### src/rtl/piso_bit_feeder_pkg.sv
// Shared state encoding and default word width for the serial bit feeder and its detector benches.
package piso_bit_feeder_pkg;

    typedef enum logic {
        ST_IDLE  = 1'b0,
        ST_SHIFT = 1'b1
    } feeder_state_e;

    localparam int DEFAULT_WIDTH = 8;

endpackage : piso_bit_feeder_pkg

### src/rtl/piso_bit_feeder_if.sv
// Word-in / bit-out bundle between the upstream word source, the feeder and the serial detector.
interface piso_bit_feeder_if #(
    parameter int WIDTH = piso_bit_feeder_pkg::DEFAULT_WIDTH
);
    logic [WIDTH-1:0] par_in;
    logic             par_valid;
    logic             par_ready;
    logic             ser_out;
    logic             ser_valid;
    logic             word_done;
    logic             busy;

    modport master (
        output par_in,
        output par_valid,
        input  par_ready,
        input  ser_out,
        input  ser_valid,
        input  word_done,
        input  busy
    );

    modport slave (
        input  par_in,
        input  par_valid,
        output par_ready,
        output ser_out,
        output ser_valid,
        output word_done,
        output busy
    );
endinterface : piso_bit_feeder_if

### src/rtl/piso_bit_feeder_bit_counter.sv
// Bit position counter for the feeder: counts 0..WIDTH-1 and flags the final position.
// Latency: last is a flop, high during the cycle in which the count equals WIDTH-1.
// Backpressure: none; clr wins over en, and the count wraps to 0 after WIDTH-1.
module bit_counter #(
    parameter int WIDTH = 8
) (
    input  logic clk,
    input  logic rst,
    input  logic clr,
    input  logic en,
    output logic last
);
    localparam int             CW       = $clog2(WIDTH);
    localparam logic [CW-1:0]  LAST_CNT = CW'(WIDTH - 1);

    logic [CW-1:0] cnt_q, cnt_d;
    logic          last_q, last_d;

    always_comb begin
        cnt_d = cnt_q;
        if (clr) begin
            cnt_d = '0;
        end else if (en) begin
            cnt_d = last_q ? '0 : cnt_q + CW'(1);
        end
        // Registered so word_done leaves the block straight from a flop.
        last_d = (cnt_d == LAST_CNT);
    end

    always_ff @(posedge clk or negedge rst) begin
        if (!rst) begin
            cnt_q  <= '0;
            last_q <= 1'b0;
        end else begin
            cnt_q  <= cnt_d;
            last_q <= last_d;
        end
    end

    assign last = last_q;

endmodule : bit_counter

### src/rtl/piso_bit_feeder.sv
// Serialises WIDTH-bit words into a gap-free bit stream for the "111" detector.
// Latency: first bit on ser_out the cycle after accept; one bit per clock, WIDTH bits per word.
// Backpressure: par_ready only in IDLE or on the last bit, so back-to-back words chain with no bubble.
module piso_bit_feeder
    import piso_bit_feeder_pkg::*;
#(
    parameter int WIDTH     = DEFAULT_WIDTH,
    parameter int MSB_FIRST = 1
) (
    input  logic                clk,
    input  logic                rst,
    piso_bit_feeder_if.slave    bus
);
    feeder_state_e    state_q, state_d;
    logic [WIDTH-1:0] shreg_q, shreg_d;
    logic [WIDTH-1:0] shifted;
    logic             head;
    logic             last;
    logic             ready;
    logic             load;
    logic             cnt_clr;
    logic             cnt_en;

    // After WIDTH shifts the register is all zeros, so head reads 0 whenever idle.
    if (MSB_FIRST != 0) begin : g_msb_first
        assign shifted = {shreg_q[WIDTH-2:0], 1'b0};
        assign head    = shreg_q[WIDTH-1];
    end else begin : g_lsb_first
        assign shifted = {1'b0, shreg_q[WIDTH-1:1]};
        assign head    = shreg_q[0];
    end

    assign ready = (state_q == ST_IDLE) | last;
    assign load  = bus.par_valid & ready;

    always_comb begin
        state_d = state_q;
        shreg_d = shreg_q;
        case (state_q)
            ST_IDLE: begin
                if (load) begin
                    state_d = ST_SHIFT;
                    shreg_d = bus.par_in;
                end
            end
            ST_SHIFT: begin
                if (load) begin
                    shreg_d = bus.par_in;
                end else begin
                    shreg_d = shifted;
                    if (last) begin
                        state_d = ST_IDLE;
                    end
                end
            end
            default: begin
                state_d = ST_IDLE;
                shreg_d = '0;
            end
        endcase
    end

    always_ff @(posedge clk or negedge rst) begin
        if (!rst) begin
            state_q <= ST_IDLE;
            shreg_q <= '0;
        end else begin
            state_q <= state_d;
            shreg_q <= shreg_d;
        end
    end

    assign cnt_clr = (state_d == ST_IDLE) | load;
    assign cnt_en  = (state_q == ST_SHIFT);

    bit_counter #(
        .WIDTH (WIDTH)
    ) u_bit_counter (
        .clk  (clk),
        .rst  (rst),
        .clr  (cnt_clr),
        .en   (cnt_en),
        .last (last)
    );

    assign bus.par_ready = ready;
    assign bus.ser_out   = head;
    assign bus.ser_valid = (state_q == ST_SHIFT);
    assign bus.busy      = (state_q == ST_SHIFT);
    assign bus.word_done = last;

endmodule : piso_bit_feeder

### src/flat_wrapper.sv
// flat-port wrapper written by rule: the top's interface ports become plain ports
module piso_bit_feeder_flat import piso_bit_feeder_pkg::*;
#(
    parameter int WIDTH     = DEFAULT_WIDTH,
    parameter int MSB_FIRST = 1
)
  (clk, rst, bus_par_in, bus_par_valid, bus_par_ready, bus_ser_out, bus_ser_valid, bus_word_done, bus_busy);
  piso_bit_feeder_if #(.WIDTH(WIDTH)) bus_i ();
  input  logic clk;
  input  logic rst;
  input wire logic [$bits(bus_i.par_in)-1:0] bus_par_in;
  input wire logic [$bits(bus_i.par_valid)-1:0] bus_par_valid;
  output wire logic [$bits(bus_i.par_ready)-1:0] bus_par_ready;
  output wire logic [$bits(bus_i.ser_out)-1:0] bus_ser_out;
  output wire logic [$bits(bus_i.ser_valid)-1:0] bus_ser_valid;
  output wire logic [$bits(bus_i.word_done)-1:0] bus_word_done;
  output wire logic [$bits(bus_i.busy)-1:0] bus_busy;
  assign bus_i.par_in = bus_par_in;
  assign bus_i.par_valid = bus_par_valid;
  assign bus_par_ready = bus_i.par_ready;
  assign bus_ser_out = bus_i.ser_out;
  assign bus_ser_valid = bus_i.ser_valid;
  assign bus_word_done = bus_i.word_done;
  assign bus_busy = bus_i.busy;
  piso_bit_feeder #(.WIDTH(WIDTH), .MSB_FIRST(MSB_FIRST)) u_core (.clk(clk), .rst(rst), .bus(bus_i));
endmodule
### config.mk
export PLATFORM = sky130hd
export DESIGN_NAME = piso_bit_feeder_flat
export DESIGN_NICKNAME = d
export VERILOG_FILES = /design/src/rtl/piso_bit_feeder_pkg.sv /design/src/rtl/piso_bit_feeder_if.sv /design/src/rtl/piso_bit_feeder_bit_counter.sv /design/src/rtl/piso_bit_feeder.sv /design/src/flat_wrapper.sv
export SDC_FILE = /design/constraint.sdc
export NUM_CORES = 1
export LEC_CHECK = 0
export BUFFER_PORTS_ARGS = -buffer_cell sky130_fd_sc_hd__buf_2
export CAP_MARGIN = 20
export CORE_UTILIZATION = 49
export DETAILED_ROUTE_END_ITERATION = 10
export GPL_TIMING_DRIVEN = 1
export MAX_ROUTING_LAYER = met4
export PLACE_DENSITY = 0.74
export SYNTH_ARGS = -nofsm -noshare
export SYNTH_HDL_FRONTEND = slang
export SYNTH_SLANG_ARGS = --single-unit
### constraint.sdc
create_clock -name clk -period 1.1 [get_ports clk]
set_input_delay 0.165 -clock clk [delete_from_list [all_inputs] [get_ports clk]]
set_output_delay 0.165 -clock clk [all_outputs]
set_load 0.005 [all_outputs]
==> metrics, run 1 <==
final period utilization=1.02; power share of the clock group=0.137; most frequent cells in the layout=buf_2, dfrtp_1, nor2_1; drt initial violations=12; Psw=781 uW; Int Pwr=1.37 mW; worst-case vdd ir drop=1.37 mV; Yosys top cell area share=0.501; Vias=548; Area after DPL=729 um2; footprint of the multi-input gates=302 um2; worst rel slew slack=0.807; Synth Instances=60; Crit path largest cell delay=0.44 ns; Reg2Reg Depth=3; die area=1470 um2; ratio of cells with drive above 1 in the final layout=0.417; initial antenna violation count=0; met3 usage=0.105; slack of the critical path=-0.0273 ns; CP required=0.94 ns; n_diodes=0; fin area=848 um2; DR WL/cell=15.0 um; vias in the first global route=485; I/O pin cnt=16; Detail Route Antenna Nets=0; fill cell count=91; largest net degree at the start of global routing=15; Nets=97; largest area contributor in the netlist=dfrtp_1; CTS clk-pin slew, worst paths=0.08 ns; Max FO, Critical Path=4; post-DR vias/cell=5.59; Port Buf Inserts=15; commonest non-fill, non-tap cell in the layout=buf_2; total routed wirelength=1470 um; clk_skew=0.00591 ns; Max Slew Vio Count=0; combinational share of power=0.483; Area contributors post-synth=dfrtp_1, mux2i_1, a211oi_1, nor2_1, nor2b_1; Clock Sinks=13; Final Hold Fails=0; grt total ovfl=0; CTS root buffer=clkbuf_4; slew of the pin with the lowest slew margin=0.289 ns; critical path type=flop to primary output; HPWL after DPL=925 um; MaxCap Viol Count=0; P per Cell Area=2530 nW/um2; Placeable Area=1170 um2; status=finished, violations left; Sequential Power Share=0.380; sequential area share after synthesis=0.501; Die X=38.4 um; cell row count=12; Syn Nets=72; Cell Area, Synth=649 um2; clock insertion delay at the later pin of the skew report=0.28 ns; Seq. cell area=327 um2; CTS tree=built; Residual DRC=0; Cell variety after synth=23; gr busiest metal=met2; HP Class=input port to flop; H-tree level count=1; drt first pass iters=4; area delta synth->final=30.6%; GRT Overall Usage=0.222; CP endpoint kind=primary output; RePlAce Congestion=0.723; slowest library cell on the worst path=dfrtp_2; die height=38.4 um; setup violators final=4; DP Worst Slack=0.0174 ns; failing checks=negative setup slack; Arr. time, crit path=0.96 ns; RSZ-0062 raised after global routing=true; GR Util met2=0.360; Pleak=0.408 nW; cts bufs inserted=3; Synth Register Bits=13; clock buffer depth=2; Max Freq=0.887 GHz; Critical Path Source Type=flop; hold path cells=3; min Tclk post-route=1.13 ns; M1 GR Usage=0.249; Net Sw Frac=0.363; syn_area_per_cell=10.8 um2; initial core utilization=0.554; first-pass GRT wire length=2060 um; CP Cell Sequence=buf_6, buf_2; Ys Warns=0
synth_stat cells, drive strengths merged:
cell	number
a31oi	2
mux2i	3
xnor2	1
dfrtp	13
nand2	2
nor4	1
buf	5
a211oi	4
o21ai	3
nor2b	4
nand2b	2
and3	2
inv	1
a21bo	1
nand3	2
a32oi	1
ha	1
o22ai	4
nor2	8
layout make-up:
cell class | instances | area share
repair buffers | 25 | 0.204
well taps | 14 | 0.0206
flip-flops and latches | 13 | 0.385
multi-input cells | 41 | 0.355
inverters | 1 | 0.00442
clock buffers | 4 | 0.0310
flip-flops by register name (all words and copies together), names as in the netlist:
register and cells:
u_core.u_bit_counter.cnt_q 3, u_core.shreg_q 8, u_core.bus.busy 1, u_core.u_bit_counter.last 1
worst paths after layout:
kind                                                          from                                 endpoint  slack [ns]
max                                      u_core.bus.busy$_DFF_PN0_                            bus_ser_valid       -0.03
min                                                  bus_par_in[5]            u_core.shreg_q[5]$_DFFE_PN0P_        0.14
max reg2reg                u_core.u_bit_counter.cnt_q[0]$_DFF_PN0_      u_core.u_bit_counter.last$_DFF_PN0_           0
min reg2reg                          u_core.shreg_q[4]$_DFFE_PN0P_            u_core.shreg_q[5]$_DFFE_PN0P_        0.51
max in group asynchronous                                      rst                u_core.bus.busy$_DFF_PN0_        0.56
min in group asynchronous                                      rst  u_core.u_bit_counter.cnt_q[1]$_DFF_PN0_        0.30
worst max-delay path, delay by kind of cell, from the launching register on:
| kind | cells | cell delay, ns |
|---|---|---|
| flops | 1 | 0.44 |
| buf+inv | 2 | 0.24 |
power by group through the flow:
stage,clock [mW],sequential (mW),combinational [mW]
4_1_cts,0.303,0.788,0.825
3_5_place_dp,0,0.800,0.746
2_1_floorplan,0,0.788,0.550
3_3_place_gp,0,0.793,0.721
6_report,0.294,0.817,1.04
5_1_grt,0.319,0.833,1.12
per-layer routing:
layer / share of wire / wire [um]
met3: 0.068 / 100
met4: 0.011 / 16
met1: 0.42 / 623
met5: 0 / 0
met2: 0.50 / 729
cells by family after synthesis:
| logic type | Yosys count | share of synthesized area |
|---|---|---|
| AO/OA/AOI/OAI | 15 | 0.156 |
| XOR/XNOR | 1 | 0.0135 |
| adder cells (fa/ha/maj) | 1 | 0.0193 |
| buffers and inverters | 6 | 0.0828 |
| flip-flops | 13 | 0.501 |
| multiplexers | 3 | 0.0462 |
| AND/OR/NAND/NOR | 21 | 0.181 |
per-stage QoR:
step | util | instances | total power [mW] | hold slack (ns) | setup TNS [ns]
2_1_floorplan | - | 60 | 1.34 | -0.131 | 0
3_3_place_gp | 0.623 | 89 | 1.51 | 0.0656 | 0
3_5_place_dp | 0.623 | 89 | 1.55 | 0.0626 | 0
4_1_cts | 0.676 | 97 | 1.92 | 0.120 | -0.0985
5_1_grt | 0.724 | 98 | 2.27 | 0.139 | -0.171
6_report | 0.724 | 98 | 2.15 | 0.137 | -0.0646
timing repair:
action	4_1_cts	5_1_grt
hold endpoints to repair	13	0
buffers inserted	3	1
hold buffers	1	0
endpoints found under the setup margin	4	8
gates resized for setup	1	9
pin swaps	1	3
Note: power is estimated with default switching activity, not from simulation.
==> inputs of run 2 (changes only) <==
--- a/config.mk
+++ b/config.mk
@@ -7,6 +7,7 @@
 export LEC_CHECK = 0
 export BUFFER_PORTS_ARGS = -buffer_cell sky130_fd_sc_hd__buf_2
 export CAP_MARGIN = 20
+export CORE_MARGIN = 4
 export CORE_UTILIZATION = 49
 export DETAILED_ROUTE_END_ITERATION = 10
 export GPL_TIMING_DRIVEN = 1
==> metrics, run 2 (synthesized netlist as in run 1, its figures left out) <==
status=finished, violations left; failing checks=negative setup slack; die area=1970 um2 (+34%); final period utilization=1.06 (+0.0328); Critical Path Source Type=flop; area delta synth->final=30.8%; Net Sw Frac=0.365 (+0.00119); die height=44.4 um (+16%); post-DR vias/cell=5.57 (-0.44%); initial antenna violation count=0 (unchanged); Clock Sinks=13 (unchanged); DP Worst Slack=-0.00152 ns (-0.0189 ns); hold path start=bus_par_in[0]; vias in the first global route=500 (+3.1%); setup violators final=5 (+1); Hold WS=0.121 ns (-0.0162 ns); first-pass GRT wire length=2330 um (+13%); fin area=850 um2 (+0.15%); Cell Count, Final, Fillers Out=97 (-1.0%); power share of the clock group=0.147 (+0.010); Top delay family on crit path=flip-flops; H-tree level count=1 (unchanged); GRT Overall Usage=0.168 (-0.0543); grt total ovfl=0 (unchanged); Crit. Startpoint=u_core.u_bit_counter.last$_DFF_PN0_; Port Buf Inserts=15 (unchanged); most frequent cells in the layout=buf_2, dfrtp_1, nor2_1; Post-Place Cells=89 (unchanged); CP required=0.94 ns (about the same); clk_skew=0.0115 ns (+0.00559 ns); CTS tree=built; Max Freq=0.860 GHz (-3.1%); Psw=754 uW (-3.4%); worst rel slew slack=0.791 (-0.0162); Setup TNS Final=-0.221 ns (-0.156 ns); ratio of cells with drive above 1 in the final layout=0.446 (+0.0291); slew of the pin with the lowest slew margin=0.313 ns (+0.0235 ns); fin util=0.725 (+0.00107); CP endpoint kind=primary output; critical path type=flop to primary output; max reg flops=8 (unchanged); CTS root buffer=clkbuf_4; initial core utilization=0.554 (unchanged); drt initial violations=14 (+2); Pleak=0.415 nW (+1.9%); Crit path largest cell delay=0.45 ns (about the same); Area after DPL=742 um2 (+1.7%); clock buffer depth=2 (unchanged); RePlAce Congestion=0.773 (+6.9%); cts bufs inserted=3 (unchanged); reg-to-reg critical path startpoint=u_core.u_bit_counter.last$_DFF_PN0_; Sequential Power Share=0.395 (+0.015); Detail Route Antenna Nets=0 (unchanged); Max FO, Critical Path=4 (unchanged); Final Hold Fails=0 (unchanged); worst-case vdd ir drop=1.44 mV (+5.7%); slowest library cell on the worst path=dfrtp_2; Vias=540 (-1.5%); Placeable Area=1170 um2 (unchanged); slack of the critical path=-0.0635 ns (-0.0361 ns); MaxCap Viol Count=0 (unchanged); Biggest register=u_core.shreg_q; Die X=44.4 um (+16%); Residual DRC=0 (unchanged); CTS clk-pin slew, worst paths=0.09 ns (about the same); largest registers=u_core.shreg_q: 8 flops, u_core.u_bit_counter.cnt_q: 3 flops; I/O pin cnt=16 (unchanged); RSZ-0062 raised after global routing=true; total routed wirelength=1530 um (+4.1%); Int Pwr=1.31 mW (-3.9%); HP Class=input port to flop; combinational share of power=0.457 (-0.026); Arr. time, crit path=1.00 ns (+0.04 ns); CP Buf/Inv Count=1 (-1); DR WL/cell=15.8 um (+5.2%); Max Slew Vio Count=0 (unchanged); CP Cell Sequence=nand2b_4, buf_6; P per Cell Area=2430 nW/um2 (-3.9%); min Tclk post-route=1.16 ns (+0.0361 ns); n_diodes=0 (unchanged); cell row count=12 (unchanged); HPWL after DPL=963 um (+4.1%); clock insertion delay at the later pin of the skew report=0.28 ns (about the same); commonest non-fill, non-tap cell in the layout=buf_2; largest net degree at the start of global routing=14 (-1); total power=2.07 mW (-3.8%); drt first pass iters=4 (unchanged); Nets=96 (-1.0%)
==> run 2: cell count changes in the layout (fill, tap and decap cells not counted), moves of 2 or more <==
| cell | delta |
|---|---|
| buf_6 | -3 |
| o21ai_0 | -2 |
| o21ai_1 | +2 |
| o22ai_1 | -4 |
| o22ai_2 | +4 |
==> run 2: what timing repair did <==
item	CTS	global route
setup buffers	2	1
resized for setup	2	9
hold endpoints to repair	13	0
hold buffers	1	0
setup endpoints to repair	3	13
pin swaps	5	2
==> run 2: power groups by stage <==
stage | sequential [mW] | clock [mW] | combinational, mW
global placement | 0.802 | 0 | 0.697
CTS | 0.803 | 0.298 | 0.788
detailed placement | 0.814 | 0 | 0.719
finish | 0.817 | 0.305 | 0.946
global route | 0.844 | 0.335 | 1.05
floorplan | 0.788 | 0 | 0.550
==> run 2: path summary, 6_finish.rpt <==
path                                                            to  slack, ns  cells past startpoint
min                                  u_core.shreg_q[0]$_DFFE_PN0P_       0.12                      3
min reg2reg                          u_core.shreg_q[5]$_DFFE_PN0P_       0.50                      2
max reg2reg                          u_core.shreg_q[5]$_DFFE_PN0P_      -0.06                      4
min in group asynchronous  u_core.u_bit_counter.cnt_q[0]$_DFF_PN0_       0.28                      2
max                                                  bus_par_ready      -0.06                      2
max in group asynchronous                u_core.bus.busy$_DFF_PN0_       0.56                      2
==> run 2: routing by layer <==
metal  routed length, um  GRT usage  vias to the layer above  share of wire
met5                   0          -                        -              0
met4                   8     0.0361                        0         0.0052
met3                  86     0.0488                        2          0.056
met2                 775      0.265                       16           0.51
met1                 659      0.213                      259           0.43
li1                    -          -                      263              -
==> run 2: worst min-delay path, cell delays in order <==
cell and delay [ns]:
buf_2 0.09, nand3_1 0.05, o21ai_0 0.07
==> run 2: layout make-up <==
type	count	area (um2)
flip-flops and latches	13	328
fillers	91	322
multi-input cells	41	309
repair buffers	24	164
clock buffers	3	22.5
well taps	14	17.5
clock inverters	1	5.00
inverters	1	3.75
==> inputs of run 3 (changes only) <==
--- a/config.mk
+++ b/config.mk
@@ -16,3 +16,4 @@
 export SYNTH_ARGS = -nofsm -noshare
 export SYNTH_HDL_FRONTEND = slang
 export SYNTH_SLANG_ARGS = --single-unit
+export TNS_END_PERCENT = 10
==> metrics, run 3 (synthesized netlist as in run 1, its figures left out) <==
grt total ovfl=0 (unchanged); n_diodes=0 (unchanged); Int Pwr=1.27 mW (-3.2%); hold path start=bus_par_in[0]; final period utilization=1.05 (-0.00660); Pleak=0.405 nW (-2.5%); met3 WL post-DR=75 um (-13%); H-tree level count=1 (unchanged); DP Worst Slack=-0.00152 ns (unchanged); MaxCap Viol Count=0 (unchanged); commonest non-fill, non-tap cell in the layout=buf_2; DR WL/cell=14.6 um (-7.4%); Vias=536 (-0.74%); largest registers=u_core.shreg_q: 8 flops, u_core.u_bit_counter.cnt_q: 3 flops; Psw=723 uW (-4.1%); RSZ-0062 raised after global routing=true; M1 WL=657 um (-0.30%); Die X=44.4 um (unchanged); routed wl met2=678 um (-13%); reg-to-reg critical path startpoint=u_core.u_bit_counter.cnt_q[0]$_DFF_PN0_; critical path type=flop to primary output; total power=2.00 mW (-3.5%); failing checks=negative setup slack; Residual DRC=0 (unchanged); slew of the pin with the lowest slew margin=0.288 ns (-0.0249 ns); Setup TNS Final=-0.159 ns (+0.0613 ns); Arr. time, crit path=0.99 ns (about the same); status=finished, violations left; cts bufs inserted=3 (unchanged); clk_skew=0.00979 ns (-0.00170 ns); setup violators final=8 (+3); total routed wirelength=1420 um (-7.4%); worst-case vdd ir drop=1.39 mV (-3.6%); slack of the critical path=-0.0562 ns (+0.00726 ns); min Tclk post-route=1.16 ns (-0.00726 ns); uppermost layer routed=met4; clock buffer depth=2 (unchanged); drt first pass iters=5 (+1); die area=1970 um2 (unchanged); cell row count=12 (unchanged); Sequential Power Share=0.404 (+0.009); worst rel slew slack=0.808 (+0.0171); fill cell count=101 (+11%); Clock Sinks=13 (unchanged); Net Sw Frac=0.362 (-0.00218); post-DR vias/cell=5.53 (-0.74%); initial core utilization=0.554 (unchanged); ratio of cells with drive above 1 in the final layout=0.410 (-0.0361); I/O pin cnt=16 (unchanged); Crit. Startpoint=u_core.u_bit_counter.last$_DFF_PN0_; clock insertion delay at the later pin of the skew report=0.28 ns (about the same); Area after DPL=742 um2 (unchanged); P per Cell Area=2440 nW/um2 (+0.20%); most frequent cells in the layout=buf_2, dfrtp_1, nor2_1; HP Class=input port to flop; CTS tree=built; Max Freq=0.865 GHz (+0.63%); max reg flops=8 (unchanged); Biggest register=u_core.shreg_q; Final Hold Fails=0 (unchanged); CP required=0.94 ns (about the same); HPWL after DPL=963 um (unchanged); power share of the clock group=0.149 (+0.002); combinational share of power=0.447 (-0.010); vias in the first global route=500 (unchanged); GRT Overall Usage=0.168 (unchanged); drt initial violations=17 (+3); CTS root buffer=clkbuf_4; Critical Path Source Type=flop; Max FO, Critical Path=4 (unchanged); CTS clk-pin slew, worst paths=0.09 ns (about the same); initial antenna violation count=0 (unchanged); CP endpoint kind=primary output; Placeable Area=1170 um2 (unchanged); Max Slew Vio Count=0 (unchanged); RePlAce Congestion=0.773 (unchanged); area delta synth->final=26.0%; largest net degree at the start of global routing=14 (unchanged); Nets=96 (unchanged); Port Buf Inserts=15 (unchanged); fin area=818 um2 (-3.7%); first-pass GRT wire length=2330 um (unchanged); die height=44.4 um (unchanged); Detail Route Antenna Nets=0 (unchanged)
==> run 3: cell types whose count changed in the layout (fill, tap and decap cells not counted) <==
cell	delta
a21bo_2	+1
a21bo_4	-1
inv_1	-1
inv_2	+1
o21ai_0	+1
o21ai_1	-1
o22ai_1	+4
o22ai_2	-4
==> run 3: final cells by class <==
cell class / instances / area [um2] / area share
repair buffers: 24 / 164 / 0.200
inverters: 1 / 3.75 / 0.00459
well taps: 14 / 17.5 / 0.0214
clock buffers: 3 / 22.5 / 0.0275
flip-flops and latches: 13 / 328 / 0.401
clock inverters: 1 / 5.00 / 0.00612
multi-input cells: 41 / 278 / 0.339
==> run 3: repair_timing <==
| item | in CTS | in global routing |
|---|---|---|
| gates resized for setup | 2 | 4 |
| endpoints found under the hold margin | 13 | 0 |
| setup endpoints to repair | 3 | 13 |
| buffers inserted | 2 | 1 |
| hold buffers | 1 | 0 |
| pin swaps | 5 | 1 |
==> run 3: through the flow <==
stage,hold WS [ns],util,std cells
6_report,0.124,0.699,97
5_1_grt,0.164,0.699,97
4_1_cts,0.131,0.685,96
3_5_place_dp,0.0627,0.634,89
3_3_place_gp,0.0650,0.634,89
2_1_floorplan,-0.131,-,60
==> run 3: critical path: stages (launching register included) <==
cell,delay [ns]
dfrtp_2,0.44
nand2b_4,0.16
buf_6,0.11
==> run 3: routing by layer <==
metal | vias up | GRT usage
met5 | - | -
met4 | 0 | 0.0361
met3 | 2 | 0.0488
met2 | 14 | 0.265
met1 | 259 | 0.213
li1 | 261 | -
==> run 3: power groups by stage <==
stage | clock network [mW] | registers (mW) | logic, mW
3_3_place_gp | 0 | 0.802 | 0.697
4_1_cts | 0.298 | 0.803 | 0.788
5_1_grt | 0.335 | 0.831 | 0.987
2_1_floorplan | 0 | 0.788 | 0.550
3_5_place_dp | 0 | 0.814 | 0.719
6_report | 0.298 | 0.805 | 0.892
==> run 3: worst paths after layout <==
kind	end	slack, ns	depth (start not counted)
setup / recovery	bus_par_ready	-0.06	2
hold / removal	u_core.shreg_q[0]$_DFFE_PN0P_	0.12	3
setup reg to reg	u_core.u_bit_counter.last$_DFF_PN0_	-0.02	3
hold reg to reg	u_core.shreg_q[5]$_DFFE_PN0P_	0.50	2
max in group asynchronous	u_core.bus.busy$_DFF_PN0_	0.57	2
min in group asynchronous	u_core.u_bit_counter.cnt_q[0]$_DFF_PN0_	0.28	2
